--- config.mk ---
export PLATFORM = sky130hd
export DESIGN_NAME = pwm_dac_array
export DESIGN_NICKNAME = d
export VERILOG_FILES = /design/src/rtl/dac_pkg.sv /design/src/rtl/pwm_dac_lane.sv /design/src/rtl/pwm_dac_array.sv
export SDC_FILE = /design/constraint.sdc
export NUM_CORES = 1
export LEC_CHECK = 0
export CAP_MARGIN = 25
export CORE_MARGIN = 5
export CORE_UTILIZATION = 30
export CTS_BUF_LIST = sky130_fd_sc_hd__clkbuf_4
export CTS_CLUSTER_DIAMETER = 50
export DETAILED_ROUTE_END_ITERATION = 12
export GPL_TIMING_DRIVEN = 0
export MAX_ROUTING_LAYER = met4
export PLACE_DENSITY_LB_ADDON = 0.1
export SLEW_MARGIN = 20
export SYNTH_ARGS = -nofsm -noshare
export SYNTH_HDL_FRONTEND = slang
export SYNTH_SLANG_ARGS = --single-unit
--- constraint.sdc ---
create_clock -name clk_in -period 14.1 [get_ports clk_in]
set_clock_uncertainty 0.05 [all_clocks]
set_input_delay 2.82 -clock clk_in [delete_from_list [all_inputs] [get_ports clk_in]]
set_output_delay 2.82 -clock clk_in [all_outputs]
set_load 0.02 [all_outputs]
--- src/rtl/dac_pkg.sv ---
// dac_pkg: shared mode encodings and default widths for the PWM/delta-sigma DAC array
package dac_pkg;
    localparam logic MODE_PWM = 1'b0;
    localparam logic MODE_DS  = 1'b1;
    localparam int   DEF_DW   = 32;
    localparam int   DEF_CW   = 8;
endpackage

--- src/rtl/pwm_dac_lane.sv ---
// pwm_dac_lane: one DAC channel -- active sample/mode, PWM compare, delta-sigma accumulator, output flop
module pwm_dac_lane
    import dac_pkg::*;
#(
    parameter int DW     = DEF_DW,
    parameter int CW     = DEF_CW,
    parameter int SIGNED = 0
) (
    input  logic          clk,
    input  logic          rst,
    input  logic          enable,
    input  logic          load,
    input  logic          mode_new,
    input  logic [DW-1:0] sample_new,
    input  logic [CW-1:0] cnt,
    output logic          dac
);
    localparam logic [DW-1:0] FLIP = (SIGNED != 0) ? {1'b1, {(DW-1){1'b0}}} : '0;
    logic [DW-1:0] sample;
    logic [DW-1:0] off;
    logic [CW-1:0] duty;
    logic [DW:0]   acc;
    logic          mode;
    assign off  = sample ^ FLIP;
    assign duty = off[DW-1 -: CW];
    // active registers swap at frame boundaries; accumulator restarts when the lane enters delta-sigma
    always_ff @(posedge clk or posedge rst) begin
        if (rst) begin
            sample <= '0;
            mode   <= MODE_PWM;
            acc    <= '0;
            dac    <= 1'b0;
        end else begin
            if (load) begin
                sample <= sample_new;
                mode   <= mode_new;
            end
            acc <= (!enable || (load && mode_new == MODE_DS && mode == MODE_PWM)) ? '0 :
                   (mode == MODE_DS) ? {1'b0, acc[DW-1:0]} + {1'b0, off} : acc;
            dac <= enable && ((mode == MODE_DS) ? acc[DW] : (cnt < duty));
        end
    end
endmodule

--- src/rtl/pwm_dac_array.sv ---
// pwm_dac_array: frame counter, shadow sample handshake and CH PWM/delta-sigma DAC lanes
module pwm_dac_array
    import dac_pkg::*;
#(
    parameter int CH     = 2,
    parameter int DW     = DEF_DW,
    parameter int CW     = DEF_CW,
    parameter int SIGNED = 0
) (
    input  logic             clk_in,
    input  logic             RST,
    input  logic             enable,
    input  logic [CH-1:0]    mode,
    input  logic [CH*DW-1:0] data_in,
    input  logic             data_valid,
    output logic             data_ready,
    output logic             frame_start,
    output logic             underrun,
    output logic [CH-1:0]    dac_out
);
    logic [CW-1:0]    cnt;
    logic [CH*DW-1:0] shadow_data;
    logic [CH-1:0]    shadow_mode;
    logic             shadow_full;
    logic             run;
    logic             xfer;
    logic             boundary;
    logic             load;
    logic             full_next;
    assign xfer      = data_valid && data_ready;
    assign boundary  = enable && (!run || (&cnt));
    assign load      = boundary && shadow_full;
    assign full_next = xfer || (shadow_full && !load);
    // counter restarts at every boundary (wrap or enable rise); ready mirrors the next shadow state
    always_ff @(posedge clk_in or posedge RST) begin
        if (RST) begin
            cnt         <= '0;
            run         <= 1'b0;
            shadow_data <= '0;
            shadow_mode <= '0;
            shadow_full <= 1'b0;
            data_ready  <= 1'b0;
            frame_start <= 1'b0;
            underrun    <= 1'b0;
        end else begin
            run         <= enable;
            cnt         <= (enable && !boundary) ? cnt + 1'b1 : '0;
            shadow_full <= full_next;
            data_ready  <= !full_next;
            frame_start <= boundary;
            underrun    <= boundary && !shadow_full;
            if (xfer) begin
                shadow_data <= data_in;
                shadow_mode <= mode;
            end
        end
    end
    for (genvar k = 0; k < CH; k++) begin : g_lane
        pwm_dac_lane #(.DW(DW), .CW(CW), .SIGNED(SIGNED)) u_lane (
            .clk       (clk_in),
            .rst       (RST),
            .enable    (enable),
            .load      (load),
            .mode_new  (shadow_mode[k]),
            .sample_new(shadow_data[k*DW +: DW]),
            .cnt       (cnt),
            .dac       (dac_out[k])
        );
    end
endmodule

# [Yosys cells after proc, flatten, opt, wreduce, memory -nomap -nowiden]
# Cells that the tools add are included.
[word_totals] wordCells=55 out_inout_bits=5 inputBits=70 reg_bits=213
[op_classes] order_cmp=2 addsub=3 n_mux=7 bitwise_logic=2 n_reduce_logical=25
[op_table] cell="33-bit 2-to-1 mux" n=4
[op_table] cell="32-bit by 32-bit adder with 33-bit output" n=2
[op_table] cell="8-bit < comparator" n=2
[op_table] cell="1-bit logical AND" n=12
[op_table] cell="8-bit by 1-bit adder with 8-bit output (second input constant)" n=1
[op_table] cell="8-bit 2-to-1 mux" n=1
[op_table] cell="8-bit AND reduction" n=1
[op_table] cell="1-bit zero test" n=6
[op_table] cell="1-bit logical OR" n=4
[op_table] cell="2-bit nonzero test" n=2
[op_table] cell="1-bit 2-to-1 mux" n=2
[op_table] cell="1-bit NOT" n=2

# [Longest topological paths before layout]
# Gate-level depths: netlist (run 1).
[logic_depth] word_depth=8 ltp_mapped=12 depth_no_buf=12

# [Hierarchy]
# Synthesis (run 1) repeated with hierarchy kept, for this count alone.
[hier_totals] hier_cells=1147 hier_area_um2=11833.8
[by_module_without_submodules] module="pwm_dac_lane at g_lane[1].u_lane" cells_per_inst=486 area_each_um2=4450.5 seq_area_each_um2=1676.6 n_inst=1
[by_module_without_submodules] module="pwm_dac_lane at g_lane[0].u_lane" cells_per_inst=468 area_each_um2=4371.7 seq_area_each_um2=1676.6 n_inst=1
[by_module_without_submodules] module="pwm_dac_array" cells_per_inst=193 area_each_um2=3011.6 seq_area_each_um2=1976.9 n_inst=1

# [Worst setup path after synthesis (run 1)]
# Ideal clock, no wire load.
[synth_path] path_kind="input port to flip-flop" startpoint="in data_valid" endpoint="reg shadow_data[10]" t_required_ns=13.925 arrival_time_ns=3.959 path_slack_ns=9.966 setup_ns=0.125 cell_stages=4 n_path_buf=2 cell_sequence="nand2_1 > clkbuf_1 > clkbuf_1 > mux2_2"
[synth_via] elab_chain_cells=1
[synth_lines] element="start: declaration" line_no="pwm_dac_array.sv:15" rtl="input logic data_valid,"
[synth_lines] element="1-bit logical AND" line_no="pwm_dac_array.sv:30" rtl="assign xfer = data_valid && data_ready;"
[synth_lines] element="end signal: assignment" line_no="pwm_dac_array.sv:53" rtl="shadow_data <= data_in;"
[synth_lines] element="end: declaration" line_no="pwm_dac_array.sv:22" rtl="logic [CH*DW-1:0] shadow_data;"
# No other way between the ends.
# A chain may end at the register's enable or synchronous reset.

# [Worst setup path in the final report (run 1)]
[layout_path] startpoint="in data_valid" endpoint="reg shadow_data[19]"
# The elaborated chain is that of the path after synthesis.

==> insert_results.sql, run 1 <==
INSERT INTO impl_metrics (metric_group, metric, value, unit) VALUES
('critical_path', 'critPathCaptureType', 'flop', ''),
('finish', 'area_growth', '18.8', '%'),
('logic_synthesis', 'synthDistinctLibCells', '59', ''),
('power', 'report.power.total', '2.74', 'mW'),
('routing', 'post_detailed_routing_wire_length', '28200', 'um'),
('power', 'powerDensity', '207', 'nW/um^2'),
('power', 'power.leakage', '6.29', 'nW'),
('finish', 'fin_cells', '1773', ''),
('grt', 'antenna_found_initial', '1', ''),
('worst_hold_path', 'hold_path.class', 'reg2reg', ''),
('clock_tree', 'root_buffer', 'sky130_fd_sc_hd__clkbuf_4', ''),
('grt', 'grt.overflow.total', '0', ''),
('floorplanning', 'initial_core_util', '30.5', '%'),
('power', 'pwr-share-comb', '43.3', '%'),
('sta', 'fin_worst_hold_slack', '402', 'ps'),
('logic_synthesis', 'postSynthNetCount', '1278', ''),
('logic_synthesis', 'synth-adder-area-share', '9.23', '%'),
('routing', 'drc', '0', ''),
('logic_synthesis', 'dominantRegCellSynth', 'sky130_fd_sc_hd__dfrtp_1', ''),
('sta', 'max_clk_rate', '0.212', 'GHz'),
('clock_tree', 'htree_levels', '2', ''),
('sta', 'final.min_clock_period', '4720', 'ps'),
('critical_path', 'reg2reg_setup_slack', '10960', 'ps'),
('sta', 'maxSlewHeadroom', '41.0', '%'),
('logic_synthesis', 'ys_seq_area_share', '47.8', '%'),
('clock_tree', 'cts.hold.buffers_added', '0', ''),
('critical_path', 'crit_required', '14670', 'ps'),
('grt', 'largest_net_degree_at_the_start_of_global_routing', '82', ''),
('clock_tree', 'clk_pin_slew_worst_paths', '70', 'ps'),
('logic_synthesis', 'synth_compound_area_share', '14.5', '%'),
('logic_synthesis', 'synth_top_cell_area_share', '47.8', '%'),
('sta', 'timing_max_transition_violations_final', '0', ''),
('floorplanning', 'dieArea', '41100', 'um^2'),
('logic_synthesis', 'yosysWarnings', '0', ''),
('grt', 'wire_length_of_the_first_global_routing_pass', '46900', 'um'),
('clock_tree', 'cts_buffer_depth', '3', ''),
('clock_tree', 'clock-sinks', '213', ''),
('finish', 'drive_above_1_share', '12.9', '%'),
('logic_synthesis', 'largest_family_of_logic_cells_by_synthesized_area', 'compound AO/OA/AOI/OAI gates', ''),
('sta', 'finalHoldViolCount', '0', ''),
('power', 'power.clock.fraction', '19.9', '%'),
('logic_synthesis', 'ys_seq_elements', '213', ''),
('logic_synthesis', 'synth.cell_area', '11100', 'um^2'),
('logic_synthesis', 'yosys-top-cells-count', 'sky130_fd_sc_hd__nand2_1 (253), sky130_fd_sc_hd__dfrtp_1 (213), sky130_fd_sc_hd__o21ai_0 (98)', ''),
('sta', 'grt_setup_unrepaired', 'no', ''),
('routing', 'detailedRoute.firstIterationViolations', '390', ''),
('clock_tree', 'tritoncts_clock_tree', 'done', ''),
('sta', 'post-route-period-util', '33.5', '%'),
('floorplanning', 'die_y', '203', 'um'),
('logic_synthesis', 'synth_simple_gate_area_share', '14.2', '%'),
('clock_tree', 'clk-insertion-delay-late', '760', 'ps'),
('power', 'seq_power_share', '36.8', '%'),
('logic_synthesis', 'synth_edf_count', '0', ''),
('logic_synthesis', 'synth-async-reset-ratio', '100', '%'),
('logic_synthesis', 'synthCells', '1127', ''),
('place', 'numPortBuffers', '74', ''),
('logic_synthesis', 'synth_most_common_cell', 'sky130_fd_sc_hd__nand2_1', ''),
('floorplanning', 'rows', '70', ''),
('power', 'irDropWorstVdd', '61.9', 'uV'),
('outcome', 'outcome', 'finished clean', ''),
('floorplanning', 'ioPinCount', '75', ''),
('floorplanning', 'die_width', '203', 'um'),
('routing', 'ant_nets', '0', ''),
('clock_tree', 'postCtsSetupBuffers', '0', ''),
('logic_synthesis', 'synth_xor_area_share', '4.64', '%'),
('critical_path', 'critPathArrivalTime', '5290', 'ps'),
('grt', 'first_global_vias', '8776', ''),
('job', 'cap_violations', '0', ''),
('critical_path', 'critPathMaxFanout', '10', ''),
('sta', 'final-setup-viol-count', '0', ''),
('logic_synthesis', 'post_synth.cell_area_avg', '9.89', 'um^2');
-- routing by layer --
metal | wire length [um] | GRT usage, %
met1 | 14300 | 20.1
met2 | 12000 | 20.9
met3 | 1140 | 3.08
met4 | 781 | 5.72
met5 | 0 | -
-- critical path: stages --
cell and delay, ps:
sky130_fd_sc_hd__clkdlybuf4s50_1 400, sky130_fd_sc_hd__nand2_1 280, sky130_fd_sc_hd__clkbuf_1 710, sky130_fd_sc_hd__clkbuf_1 670, sky130_fd_sc_hd__mux2_2 400
-- path summary, 6_finish.rpt --
| check | cells past startpoint | end | from |
|---|---|---|---|
| setup / recovery | 5 | shadow_data[19] | data_valid |
| setup reg to reg | 8 | g_lane[0].u_lane.off[6] | cnt[1] |
| max in group asynchronous | 4 | g_lane[1].u_lane.acc[16] | RST |
| min in group asynchronous | 2 | shadow_data[5] | RST |
| hold reg to reg | 2 | g_lane[1].u_lane.off[2] | shadow_data[34] |
| hold / removal | 2 | g_lane[1].u_lane.off[2] | shadow_data[34] |
-- cells in the final DEF (no fill, tap or decap), drive strengths merged, types with 6 or more instances in the layout --
cell type / count
a211oi: 7
a21o: 34
a21oi: 49
a22o: 6
a22oi: 6
a31oi: 7
and2: 11
and3: 9
clkbuf: 130
clkdlybuf4s50: 74
clkinv: 11
dfrtp: 213
ha: 79
inv: 37
mux2: 67
nand2: 253
nand2b: 6
nand3: 13
nand4: 6
nor2: 32
nor2b: 15
o21ai: 103
o21bai: 9
o31ai: 6
xnor2: 26
xor2: 33
-- cell families (layout without fill, tap and decap cells) --
kind of cell             Yosys count  in the layout
multiplexers                      69             69
flip-flops                       213            213
other                              0              1
XOR/XNOR                          59             59
buffers and inverters             80            257
AO/OA/AOI/OAI                    259            259
adder cells (fa/ha/maj)           81             81
AND/OR/NAND/NOR                  366            366
-- cell type report --
| class | count | area [um^2] | area share (%) |
|---|---|---|---|
| multi-input cells | 834 | 5510 | 41.6 |
| flip-flops and latches | 213 | 5330 | 40.2 |
| repair buffers | 76 | 796 | 6.01 |
| clock buffers | 88 | 661 | 4.99 |
| well taps | 468 | 586 | 4.42 |
| plain buffers | 45 | 176 | 1.33 |
| inverters | 35 | 139 | 1.05 |
| clock inverters | 13 | 48.8 | 0.368 |
| diodes | 1 | 2.50 | 0.0189 |
-- power by group through the flow --
stage               registers, mW  logic [mW]  clock network [mW]
global route                 1.04        1.37               0.614
CTS                          1.01        1.20               0.581
global placement             1.02        1.17                   0
floorplan                   0.968       0.939                   0
detailed placement           1.02        1.19                   0
finish                       1.01        1.19               0.546
-- stage by stage --
step	utilization (%)	cell area, um^2
CTS	36.2	13200
floorplan	-	11100
global placement	34.1	12500
global route	36.2	13200
detailed placement	34.2	12500
finish	36.2	13200
-- registers in the layout, summed over array words and instances (netlist names) --
name	flops
data_ready	1
g_lane.u_lane.mode	2
shadow_data	64
g_lane.u_lane.off	64
run	1
shadow_mode	2
g_lane.u_lane.dac	2
frame_start	1
shadow_full	1
g_lane.u_lane.acc	66
underrun	1
cnt	8
(Power assumes the default switching activity.)
==> run 2, diff against run 1 <==
==> constraint.sdc (replaced) <==
create_clock -name clk_in -period 4.35 [get_ports clk_in]
set_clock_uncertainty 0.05 [all_clocks]
set_input_delay 0.87 -clock clk_in [delete_from_list [all_inputs] [get_ports clk_in]]
set_output_delay 0.87 -clock clk_in [all_outputs]
set_load 0.02 [all_outputs]
==> run 2 against run 1 <==
Power rose to 3.3 times the previous value. Worst setup slack got worse by 8200 ps. Register-to-register slack got worse by 9800 ps. Worst hold slack about the same. Clock power grew to 3.3 times the previous value. First-iteration DRC count shrank 5.6%. Clock-buffer cell count is 4 higher. Global-route usage fell by 0.057 points. Cell area increased by 0.77%. Routed wire length shrank 0.38%. Die area is the same. Critical path depth increased by 3. Highest routed layer unchanged.
==> insert_results.sql, run 2 (synthesized netlist as in run 1, its figures left out) <==
INSERT INTO impl_metrics (metric_group, metric, value, unit) VALUES
('routing', 'drt-pass1-iter-count', '4', ''),
('floorplanning', 'rows', '70', ''),
('grt', 'largest_net_degree_at_the_start_of_global_routing', '33', ''),
('outcome', 'outcome', 'finished clean', ''),
('critical_path', 'critical_path.slowest_cell', 'sky130_fd_sc_hd__clkbuf_1', ''),
('floorplanning', 'dieArea', '41100', 'um^2'),
('routing', 'post_detailed_routing_wire_length', '28100', 'um'),
('critical_path', 'critPathArrivalTime', '3790', 'ps'),
('sta', 'final.min_clock_period', '3180', 'ps'),
('finish', 'final_nets', '1421', ''),
('place', 'post-dp-hpwl', '20400', 'um'),
('routing', 'route.detailed.wl_per_inst', '15.8', 'um'),
('finish', 'area_growth', '19.8', '%'),
('place', 'place.gp.congestion', '0.813', ''),
('place', 'placement.setup.worst_slack', '659', 'ps'),
('critical_path', 'critical_path.startpoint', 'cnt[1]', ''),
('clock_tree', 'tritoncts_clock_tree', 'done', ''),
('routing', 'ratio_of_routed_vias_to_standard_cells', '4.78', ''),
('worst_hold_path', 'hold_path.class', 'reg2reg', ''),
('sta', 'timing_max_transition_violations_final', '0', ''),
('sta', 'grt_setup_unrepaired', 'no', ''),
('critical_path', 'critPathKind', 'reg2reg', ''),
('critical_path', 'worstPathBufferInverterCount', '2', ''),
('clock_tree', 'postCtsSetupBuffers', '0', ''),
('grt', 'grt_usage', '14.5', '%'),
('grt', 'wire_length_of_the_first_global_routing_pass', '47100', 'um'),
('finish', 'final_common_cell', 'sky130_fd_sc_hd__nand2_1', ''),
('clock_tree', 'clk_pin_slew_worst_paths', '70', 'ps'),
('place', 'placedInstanceArea', '12600', 'um^2'),
('clock_tree', 'cts_buffer_depth', '3', ''),
('finish', 'layout.core_utilization', '36.5', '%'),
('floorplanning', 'design.core.area', '36600', 'um^2'),
('clock_tree', 'htree_levels', '2', ''),
('finish', 'final_area', '13400', 'um^2'),
('clock_tree', 'cts_inserted_buffers', '60', ''),
('sta', 'maxSlewHeadroom', '41.7', '%'),
('clock_tree', 'cts.hold.buffers_added', '0', ''),
('job', 'cap_violations', '0', ''),
('sta', 'post-route-period-util', '73.2', '%'),
('grt', 'grt.overflow.total', '0', ''),
('power', 'irDropWorstVdd', '167', 'uV'),
('power', 'powerDensity', '668', 'nW/um^2'),
('routing', 'ant_nets', '0', ''),
('finish', 'largest_reg_flops', '66', ''),
('critical_path', 'crit_required', '4950', 'ps'),
('sta', 'final-setup-viol-count', '0', ''),
('finish', 'top_register', 'g_lane.u_lane.acc', ''),
('finish', 'drive_above_1_share', '13.5', '%'),
('floorplanning', 'initial_core_util', '30.5', '%'),
('critical_path', 'cpPeakStageDelay', '610', 'ps'),
('clock_tree', 'cts.repair.resized', '0', ''),
('place', 'numPortBuffers', '74', ''),
('clock_tree', 'clk-insertion-delay-late', '740', 'ps'),
('routing', 'vias', '8487', ''),
('finish', 'fin_cells', '1777', ''),
('critical_path', 'critical_path.startpoint_type', 'flop', ''),
('sta', 'max_clk_rate', '0.314', 'GHz'),
('sta', 'worst-slew-pin-transition', '875', 'ps'),
('place', 'place_inst', '1676', ''),
('sta', 'finalHoldViolCount', '0', ''),
('floorplanning', 'die_width', '203', 'um'),
('critical_path', 'path_cells', 'ha_1 > nand3_1 > o21ai_0 > and3_1 > clkbuf_1 > clkbuf_1 > nand2_1 > o21ai_0', ''),
('grt', 'antenna_found_initial', '1', ''),
('sta', 'final_critical_path_setup_slack', '1170', 'ps'),
('floorplanning', 'ioPinCount', '75', ''),
('critical_path', 'timing.critical_path.max_delay_family', 'buffers and inverters', ''),
('critical_path', 'critical_path.reg2reg.startpoint', 'cnt[1]', ''),
('power', 'power.leakage', '6.33', 'nW'),
('clock_tree', 'root_buffer', 'sky130_fd_sc_hd__clkbuf_4', ''),
('floorplanning', 'die_y', '203', 'um'),
('routing', 'detailedRoute.firstIterationViolations', '368', ''),
('critical_path', 'critPathCaptureType', 'flop', ''),
('critical_path', 'critPathMaxFanout', '10', ''),
('worst_hold_path', 'min_delay_startpoint', 'shadow_data[46]', ''),
('finish', 'most-common-layout-cells', 'sky130_fd_sc_hd__nand2_1 (253), sky130_fd_sc_hd__dfrtp_1 (213), sky130_fd_sc_hd__o21ai_0 (98)', ''),
('grt', 'first_global_vias', '8894', ''),
('power', 'report.power.total', '8.92', 'mW'),
('routing', 'drc', '0', ''),
('clock_tree', 'clock-sinks', '213', '');
[run 2: report_power, final]
part	switching (mW)	internal, mW	total, mW
clock network	0.857	0.945	1.80
registers	0.493	2.78	3.27
logic	2.14	1.70	3.85
[run 2: through the flow]
step | TNS [ps] | hold WS [ps]
after detailed placement | 0 | 399
final | 0 | 402
after global placement | -290320 | 396
after floorplan | 0 | 383
after CTS | 0 | 404
after global routing | 0 | 440
[run 2: final timing paths]
kind                                                 end  cells after the start  slack, ps
worst max-delay path            g_lane[0].u_lane.off[30]                      8       1170
max in group asynchronous                shadow_data[47]                      5       2700
worst min register to register  g_lane[1].u_lane.off[14]                      2        400
worst min-delay path            g_lane[1].u_lane.off[14]                      2        400
min in group asynchronous                 shadow_data[3]                      2        540
worst max register to register  g_lane[0].u_lane.off[30]                      8       1170
[run 2: layout make-up]
class / count / area, um^2
Fill cell: 3766 / 23300
Antenna cell: 1 / 2.50
Timing Repair Buffer: 81 / 888
Multi-Input combinational cell: 834 / 5510
Buffer: 45 / 176
Sequential cell: 213 / 5330
Inverter: 35 / 135
Tap cell: 468 / 586
Clock inverter: 8 / 32.5
Clock buffer: 92 / 691
[run 2: worst register-to-register path: cells and delay by family, from the launching register on]
kind,cells,cell delay [ps]
fa+ha+maj,1,250
buf+inv,2,1120
compound gates,2,550
simple gates,3,680
flops,1,450
[run 2: layer usage]
layer	GRT usage, %	routed length, um	vias to the layer above	part of all wire [%]
li1	-	-	4240	-
met5	-	0	-	0
met4	4.75	567	0	2.0
met2	21.2	12100	126	43
met3	3.15	1120	40	4.0
met1	20.0	14300	4081	51
